==> src/rtl/float16_dot_accumulator.sv <==
// Float16 dot-product reduction stage: sums VEC_LEN binary16 products through one
// combinational adder and offers the result on a valid/ready port.

module float16_adder (
   input  logic [15:0] a,
   input  logic [15:0] b,
   output logic [15:0] y
);

   logic        swap;
   logic [15:0] big, sml;
   logic [4:0]  eb, es, d;
   logic [10:0] mb, ms;
   logic [42:0] wide;
   logic [13:0] bg, al;
   logic [14:0] s_raw, s;
   logic [5:0]  e, lz, sh;
   logic        rnd;
   logic [4:0]  ef;
   logic [14:0] sum;
   logic        a_nan, b_nan, a_inf, b_inf;

   always_comb begin
      a_nan = (a[14:10] == 5'h1f) && (a[9:0] != '0);
      b_nan = (b[14:10] == 5'h1f) && (b[9:0] != '0);
      a_inf = (a[14:10] == 5'h1f) && (a[9:0] == '0);
      b_inf = (b[14:10] == 5'h1f) && (b[9:0] == '0);

      swap = a[14:0] < b[14:0];
      big  = swap ? b : a;
      sml  = swap ? a : b;
      eb   = (big[14:10] == '0) ? 5'd1 : big[14:10];
      es   = (sml[14:10] == '0) ? 5'd1 : sml[14:10];
      mb   = {big[14:10] != '0, big[9:0]};
      ms   = {sml[14:10] != '0, sml[9:0]};
      d    = eb - es;

      // 32 spare bits keep every shifted-out bit visible to the sticky OR
      wide  = {ms, 32'b0} >> d;
      al    = {wide[42:30], |wide[29:0]};
      bg    = {mb, 3'b000};
      s_raw = (big[15] == sml[15]) ? ({1'b0, bg} + {1'b0, al}) : ({1'b0, bg} - {1'b0, al});

      s  = s_raw;
      e  = {1'b0, eb};
      lz = 6'd14;
      sh = '0;
      if (s_raw[14]) begin
         s = {1'b0, s_raw[14:2], s_raw[1] | s_raw[0]};
         e = e + 6'd1;
      end else begin
         for (int unsigned i = 0; i < 14; i++) begin
            if (s_raw[i]) lz = 6'(13 - i);
         end
         // never shift below the subnormal exponent
         sh = (lz < e - 6'd1) ? lz : e - 6'd1;
         s  = s_raw << sh;
         e  = e - sh;
      end

      rnd = s[2] & (s[1] | s[0] | s[3]);
      ef  = s[13] ? e[4:0] : 5'd0;
      // carry out of the mantissa walks into the exponent, including up to Inf
      sum = {ef, s[12:3]} + 15'(rnd);

      if (a_nan || b_nan || (a_inf && b_inf && (a[15] != b[15])))
         y = 16'h7e00;
      else if (a_inf)
         y = a;
      else if (b_inf)
         y = b;
      else if (s_raw == '0)
         y = {a[15] & b[15], 15'h0000};
      else if (e >= 6'd31)
         y = {big[15], 15'h7c00};
      else
         y = {big[15], sum};
   end

endmodule

module float16_dot_accumulator #(
   parameter int VEC_LEN = 8,
   parameter int CNT_W   = $clog2(VEC_LEN + 1)
) (
   input  logic        clk,
   input  logic        rst,
   input  logic        in_valid,
   output logic        in_ready,
   input  logic [15:0] in_data,
   input  logic        flush,
   output logic        out_valid,
   input  logic        out_ready,
   output logic [15:0] out_data,
   output logic        busy
);

   typedef enum logic [1:0] {IDLE, ACCUM, DONE} state_t;

   state_t             state;
   logic [15:0]        acc;
   logic [CNT_W-1:0]   cnt;
   logic [15:0]        acc_or_zero;
   logic [15:0]        sum;

   assign acc_or_zero = (state == IDLE) ? 16'h0000 : acc;

   float16_adder u_add (
      .a (acc_or_zero),
      .b (in_data),
      .y (sum)
   );

   assign in_ready  = (state != DONE);
   assign out_valid = (state == DONE);
   assign busy      = (state == ACCUM);
   assign out_data  = acc;

   always_ff @(posedge clk) begin
      if (rst) begin
         state <= IDLE;
         acc   <= '0;
         cnt   <= '0;
      end else begin
         case (state)
            IDLE, ACCUM: begin
               if (flush) begin
                  state <= IDLE;
                  acc   <= '0;
                  cnt   <= '0;
               end else if (in_valid) begin
                  acc <= sum;
                  cnt <= cnt + CNT_W'(1);
                  state <= (cnt == CNT_W'(VEC_LEN - 1)) ? DONE : ACCUM;
               end
            end
            DONE: begin
               if (out_ready) begin
                  state <= IDLE;
                  acc   <= '0;
                  cnt   <= '0;
               end
            end
            default: state <= IDLE;
         endcase
      end
   end

endmodule

==> config.mk <==
export PLATFORM = sky130hd
export DESIGN_NAME = float16_dot_accumulator
export DESIGN_NICKNAME = d
export VERILOG_FILES = /design/src/rtl/float16_dot_accumulator.sv
export SDC_FILE = /design/constraint.sdc
export NUM_CORES = 1
export LEC_CHECK = 0
export ABC_AREA = 1
export CORE_ASPECT_RATIO = 1.75
export CORE_MARGIN = 10
export CORE_UTILIZATION = 45
export CTS_CLUSTER_SIZE = 28
export DETAILED_ROUTE_END_ITERATION = 8
export GPL_TIMING_DRIVEN = 1
export PLACE_DENSITY = 0.67
export SLEW_MARGIN = 20
export SYNTH_ARGS = -nofsm -noshare
export SYNTH_HDL_FRONTEND = slang
export SYNTH_HIERARCHICAL = 1
export SYNTH_SLANG_ARGS = --single-unit
==> constraint.sdc <==
create_clock -name clk -period 13.6 [get_ports clk]
set_clock_uncertainty 0.2 [all_clocks]
set_input_delay 2.04 -clock clk [delete_from_list [all_inputs] [get_ports clk]]
set_output_delay 2.04 -clock clk [all_outputs]
set_load 0.02 [all_outputs]
# After elaboration in Yosys (flattened, before gate mapping)
# Cells that the tools add are included.
[classes] n_shift=2 reduce_logical=23 n_lt_le_gt_ge=3 muxes=43 eq_ne=10 addsub=8 bitwise=5
[op_table] cell="two-way mux 16 bit" n=10
[op_table] cell="two-way mux 4 bit" n=11
[op_table] cell="right shift 43 x 5 -> 43 bit" n=1
[op_table] cell="one-hot mux 16 bit (2 select lines)" n=1
[op_table] cell="two-way mux 15 bit" n=2
[op_table] cell="OR reduction 30 bit" n=1
[op_table] cell="zero test 10 bit" n=2
[op_table] cell="nonzero test 10 bit" n=2
[op_table] cell="two-way mux 6 bit" n=3
[op_table] cell="adder 14 x 14 -> 15 bit" n=1
[op_table] cell="adder 15 x 1 -> 15 bit" n=1
[op_table] cell="zero test 15 bit" n=1
[op_table] cell="< comparator 15 bit" n=1
[op_table] cell="two-way mux 5 bit" n=3
[op_table] cell="<< shifter 15 x 6 -> 14 bit" n=1
[op_table] cell="subtractor 14 x 14 -> 15 bit" n=1
[op_table] cell="two-way mux 14 bit" n=1
[op_table] cell="two-way mux 2 bit" n=6
[op_table] cell="two-way mux 3 bit" n=4
[op_table] cell="== test 5 bit, second input constant" n=2
[op_table] cell="zero test 5 bit" n=2
[op_table] cell="nonzero test 5 bit" n=2
[op_table] cell="one-hot mux 4 bit (2 select lines)" n=1
[op_table] cell="adder 5 x 1 -> 6 bit, second input constant" n=1
[op_table] cell="24 further kinds" n=33
[totals] in_bits=21 out_inout_bits=19 ff_bits=22 wordCells=97

# Logic depth before layout (Yosys ltp)
[depth] word_depth=42 ltp_mapped=79 mapped_depth_nobuf=77

# Cells and area by module
# The synthesis kept the hierarchy.
[by_module_without_submodules] module="float16_adder" cells_each=1013 n_inst=1 area_per_inst_um2=5198.7 seq_area_each_um2=0.0
[by_module_without_submodules] module="float16_dot_accumulator" cells_each=191 n_inst=1 area_per_inst_um2=1167.4 seq_area_each_um2=440.4

# Least setup slack after synthesis
# No wires, ideal clock.
[synth_path] path_kind="input-to-reg" from="input in_data[14]" to="register acc[12] (netlist: out_data[12])" path_buffers=2 cell_stages=71 required_ns=13.336 arrival_time_ns=10.845 setup_slack_ns=2.491 path_cell_list="inv_1 > ha_1 > nand2_2 > nor2_4 > inv_2 > nor2_4 > nand2_4 > nand2_4 > inv_2 > o21ai_0 > inv_1 > nor2_1 > nand3_1 > nor2_1 > nor2_1 > ha_1 > fa_1 > clkbuf_1 > (+35 left out) > a21oi_1 > ha_1 > a21oi_1 > nand2_1 > nand2_1 > nand2_1 > a21oi_1 > inv_1 > or2_1 > nand3_1 > inv_1 > nand3_1 > nand2_1 > nand2_1 > nand2_1 > nand2_1 > nand2_1 > nor2_1"
[synth_between] elab_chain_cells=40 elab_cells_between_ends=62 classes_between="add/sub: 7; order compare: 3; eq/ne: 2; shift: 2; mux: 32; bitwise: 4; reduce/logical: 12"
[synth_lines] element="from (decl)" line="90" text="input logic [15:0] in_data,"
[synth_lines] element="< comparator 15 bit" line="29" text="swap = a[14:0] < b[14:0];"
[synth_lines] element="two-way mux 16 bit (on tied branches)" line="30, 31"
[synth_lines] element="zero test 5 bit (on tied branches)" line="32, 33"
[synth_lines] element="two-way mux 5 bit (on tied branches)" line="32, 33"
[synth_lines] element="subtractor 5 bit" line="36" text="d = eb - es;"
[synth_lines] element="right shift 43 x 5 -> 43 bit" line="39" text="wide = {ms, 32'b0} >> d;"
[synth_lines] element="OR reduction 30 bit" line="40" text="al = {wide[42:30], |wide[29:0]};"
[synth_lines] element="subtractor 14 x 14 -> 15 bit / adder 14 x 14 -> 15 bit (equally long branches)" line="42" text="s_raw = (big[15] == sml[15]) ? ({1'b0, bg} + {1'b0, al}) : ({1'b0, bg} - {1'b0, al});"
[synth_lines] element="(+25 left out)"
[synth_lines] element="two-way mux 16 bit" line="72" text="else if (s_raw == '0)"
[synth_lines] element="two-way mux 16 bit" line="70" text="else if (b_inf)"
[synth_lines] element="two-way mux 16 bit" line="68" text="else if (a_inf)"
[synth_lines] element="two-way mux 16 bit (*)" line="66" text="if (a_nan || b_nan || (a_inf && b_inf && (a[15] != b[15])))"
[synth_lines] element="net sum[12]" line="104" text="logic [15:0] sum;"
[synth_lines] element="two-way mux 16 bit (*)" line="131" text="end else if (in_valid) begin"
[synth_lines] element="two-way mux 16 bit (*)" line="127" text="if (flush) begin"
[synth_lines] element="one-hot mux 16 bit (2 select lines) (*)" line="125" text="case (state)"
[synth_lines] element="to (signal assigned)" line="132" text="acc <= sum;"
[synth_lines] element="to (decl)" line="101" text="logic [15:0] acc;"
# Mark *: on every way through the listed nets, which the timed path passes. The rest lies on a longest branch. The select of a mux whose other input is x is not followed.
# A chain may end at the register's enable or synchronous reset.

# Worst setup path after layout
[layout_path] from="input in_data[14]" to="register acc[7] (netlist: out_data[7])"
# The elaborated chain is that of the path after synthesis.

==> results_dict.tcl <==
set metrics [dict create \
    die_w_um 109.9 \
    synth-seq-cells 22 \
    place.gp.congestion 1.003 \
    finalSetupTns_ns 0 \
    critPathBufInv 15 \
    crit-reg2reg-launch "state[1]" \
    critPathMaxStageDelay_ns 0.52 \
    wirelength_um 21120 \
    drt-vias-per-instance 5.372 \
    num_vias 7526 \
    drive_gt1_frac 0.07761 \
    crit_family "simple AND/OR/NAND/NOR gates" \
    start_util 0.4578 \
    crit_type "input pin to register" \
    post_drt_wl_per_cell_um 15.07 \
    yosys.area.top_type "nand2_1" \
    synth.most_common_cell "nand2_1" \
    cts_hold_buf 0 \
    hold_violations 0 \
    syn_inst 1204 \
    ys_warn_count 6 \
    area_delta_synth_final_pct 9.159 \
    hpwlAfterDp_um 17860 \
    gr-total-overflow 0 \
    final_nets 1302 \
    die-area_um2 19490 \
    critPathCaptureType "register" \
    root_buffer "clkbuf_16" \
    finalNonFillerCells 1401 \
    multiInputGateArea_um2 5101 \
    hp-class "register to register" \
    dp_cells 1395 \
    tightest_slew_ns 0.8973 \
    slew_headroom 0.3996 \
    clock_tree.buffer_depth 2 \
    hold_start "out_data[15]" \
    cts_max_level 1 \
    ff2ff_setup_slack_ns 2.08 \
    drtAntennaViolNets 0 \
    synth_top_flop_cell "dfxtp_1" \
    min_period_ns 12.43 \
    yosysUniqueCellTypes 49 \
    maxCapViolations 0 \
    regArea_um2 440.4 \
    report.final.slew_viol_count 0 \
    grt_usage 0.2186 \
    max_freq_mhz 80.44 \
    numPortBuffers 39 \
    first_iter_violations 445 \
    rsz0062_at_grt "no" \
    io_pins 40 \
    crit_path_top_delay_cell "clkdlybuf4s50_1" \
    grt_max_degree 42 \
    cts_tree "done" \
    antenna_found_initial 0 \
    period_share 0.9141 \
    cp.depth 68 \
    crit_required_ns 13.59 \
    fillCellCount 1599 \
    worstSkewPairLatency_ns 0.25 \
    cpMostUsedCell "inv_1" \
    synth_edf_count 0 \
    avgSynthCellArea_um2 5.287 \
    grt_pass1_wl_um 35350 \
    setup_viol 0 \
    syn-cell-area_um2 6366 \
    syn-num-nets 1280 \
    startpoint_type "input pin" \
    antennaDiodeCount 0 \
    ys_seq_area_frac 0.06918 \
    synthTopCellsByCount "nand2_1, nand3_1, inv_1" \
    synthTopCellsByArea "nand2_1, nand3_1, ha_1" \
    drtPass1Iterations 5 \
    rows 57 \
    drc 0 \
    crit_fanout 16 \
    clk_pin_slew_ns 0.06 \
    core_um2 13910 \
    grt_pass1_vias 7315 \
    reg2reg_to "out_data[7]" \
    synth.top_cell.area_share 0.2182 \
    die_h_um 177.3 \
    worstRegToRegCells 69 \
    whs_path_depth 2 \
    crit_arrival_ns 12.42 \
    async_flop_share 0 \
    whs_endpoint "out_data[15]" \
    numCtsBuffers 3 \
    clock-sinks 22 \
    status "complete, no violations" \
]
[worst reg2reg max path, delay by kind of cell, from the launching register on]
kind                       cells  cell delay [ns]
DFF                            1             0.38
adders and majority gates      7             2.09
AOI/OAI and AO/OA             16             2.82
buffers and inverters         12             1.31
and+or+nand+nor               32             4.43
xor gates and xnor gates       2             0.25
[routing by layer]
metal	global-route usage	vias to the layer above	share of wire
li1	-	3918	-
met1	0.2408	3357	0.40
met2	0.4023	182	0.52
met3	0.02397	69	0.035
met4	0.09423	0	0.050
met5	0	-	0
[cell families (layout without fill, tap and decap cells)]
| family | count (synthesis) | after routing | synth area share |
|---|---|---|---|
| DFF | 22 | 22 | 0.06918 |
| xor gates and xnor gates | 14 | 14 | 0.01926 |
| AOI/OAI and AO/OA | 127 | 127 | 0.1142 |
| buffers and inverters | 199 | 219 | 0.1315 |
| and+or+nand+nor | 787 | 787 | 0.5554 |
| adders and majority gates | 55 | 55 | 0.1105 |
[stage by stage]
stage,utilization,worst slack [ns],cell area (um^2),hold slack [ns]
after detailed placement,0.4915,0.5686,6835,0.3025
after global routing,0.4997,0.004131,6949,0.3391
after floorplan,-,2.491,6366,0.2795
after CTS,0.4969,0.8011,6910,0.3128
after global placement,0.4915,0.8480,6835,0.3001
final,0.4997,1.168,6949,0.3148
[registers in the layout, indices dropped and copies added, names as in the netlist]
signal and cells:
cnt 4, out_data 16, state 2
[worst max path at each step]
stage	startpoint	end	slack, ns
global placement	in_data[14]	out_data[7]	0.85
CTS	in_data[14]	out_data[7]	0.80
finish	in_data[14]	out_data[7]	1.17
global route	in_data[1]	out_data[7]	0.004
floorplan	in_data[14]	out_data[12]	2.49
detailed placement	in_data[14]	out_data[7]	0.57
[what timing repair did]
action,in CTS,in global routing
setup buffers,0,3
endpoints found under the setup margin,0,15
gates resized for setup,0,6
[cell usage in the layout, fill, tap and decap left out, types with 5 or more instances in the layout]
master,netlist,layout
buf_4,3,14
xnor2_1,5,5
nand3_1,203,203
a21oi_1,53,53
o21ai_2,5,5
nand2_2,23,21
nand2_4,4,6
inv_2,14,14
nand4_1,9,9
nor2_1,127,127
nand3_2,7,7
o21ai_0,35,33
ha_1,53,52
dfxtp_1,22,22
nor4_1,9,9
xor2_1,9,9
o21ai_1,12,14
inv_1,146,146
clkdlybuf4s50_1,0,39
nor3_1,8,8
nor2_4,8,8
nor2_2,6,6
nand2_1,370,370
o31ai_1,7,7
[layout make-up]
| type | count | share of cell area |
|---|---|---|
| clock buffer | 3 | 0.01080 |
| tap | 177 | 0.03187 |
| timing repair buffer | 53 | 0.07130 |
| sequential | 22 | 0.06338 |
| inverter | 163 | 0.08858 |
| multi-input combinational | 983 | 0.7341 |
Power is left out: the tool's default activity adds up to more than one toggle a clock period on the data nets, which glitch-free logic cannot reach.
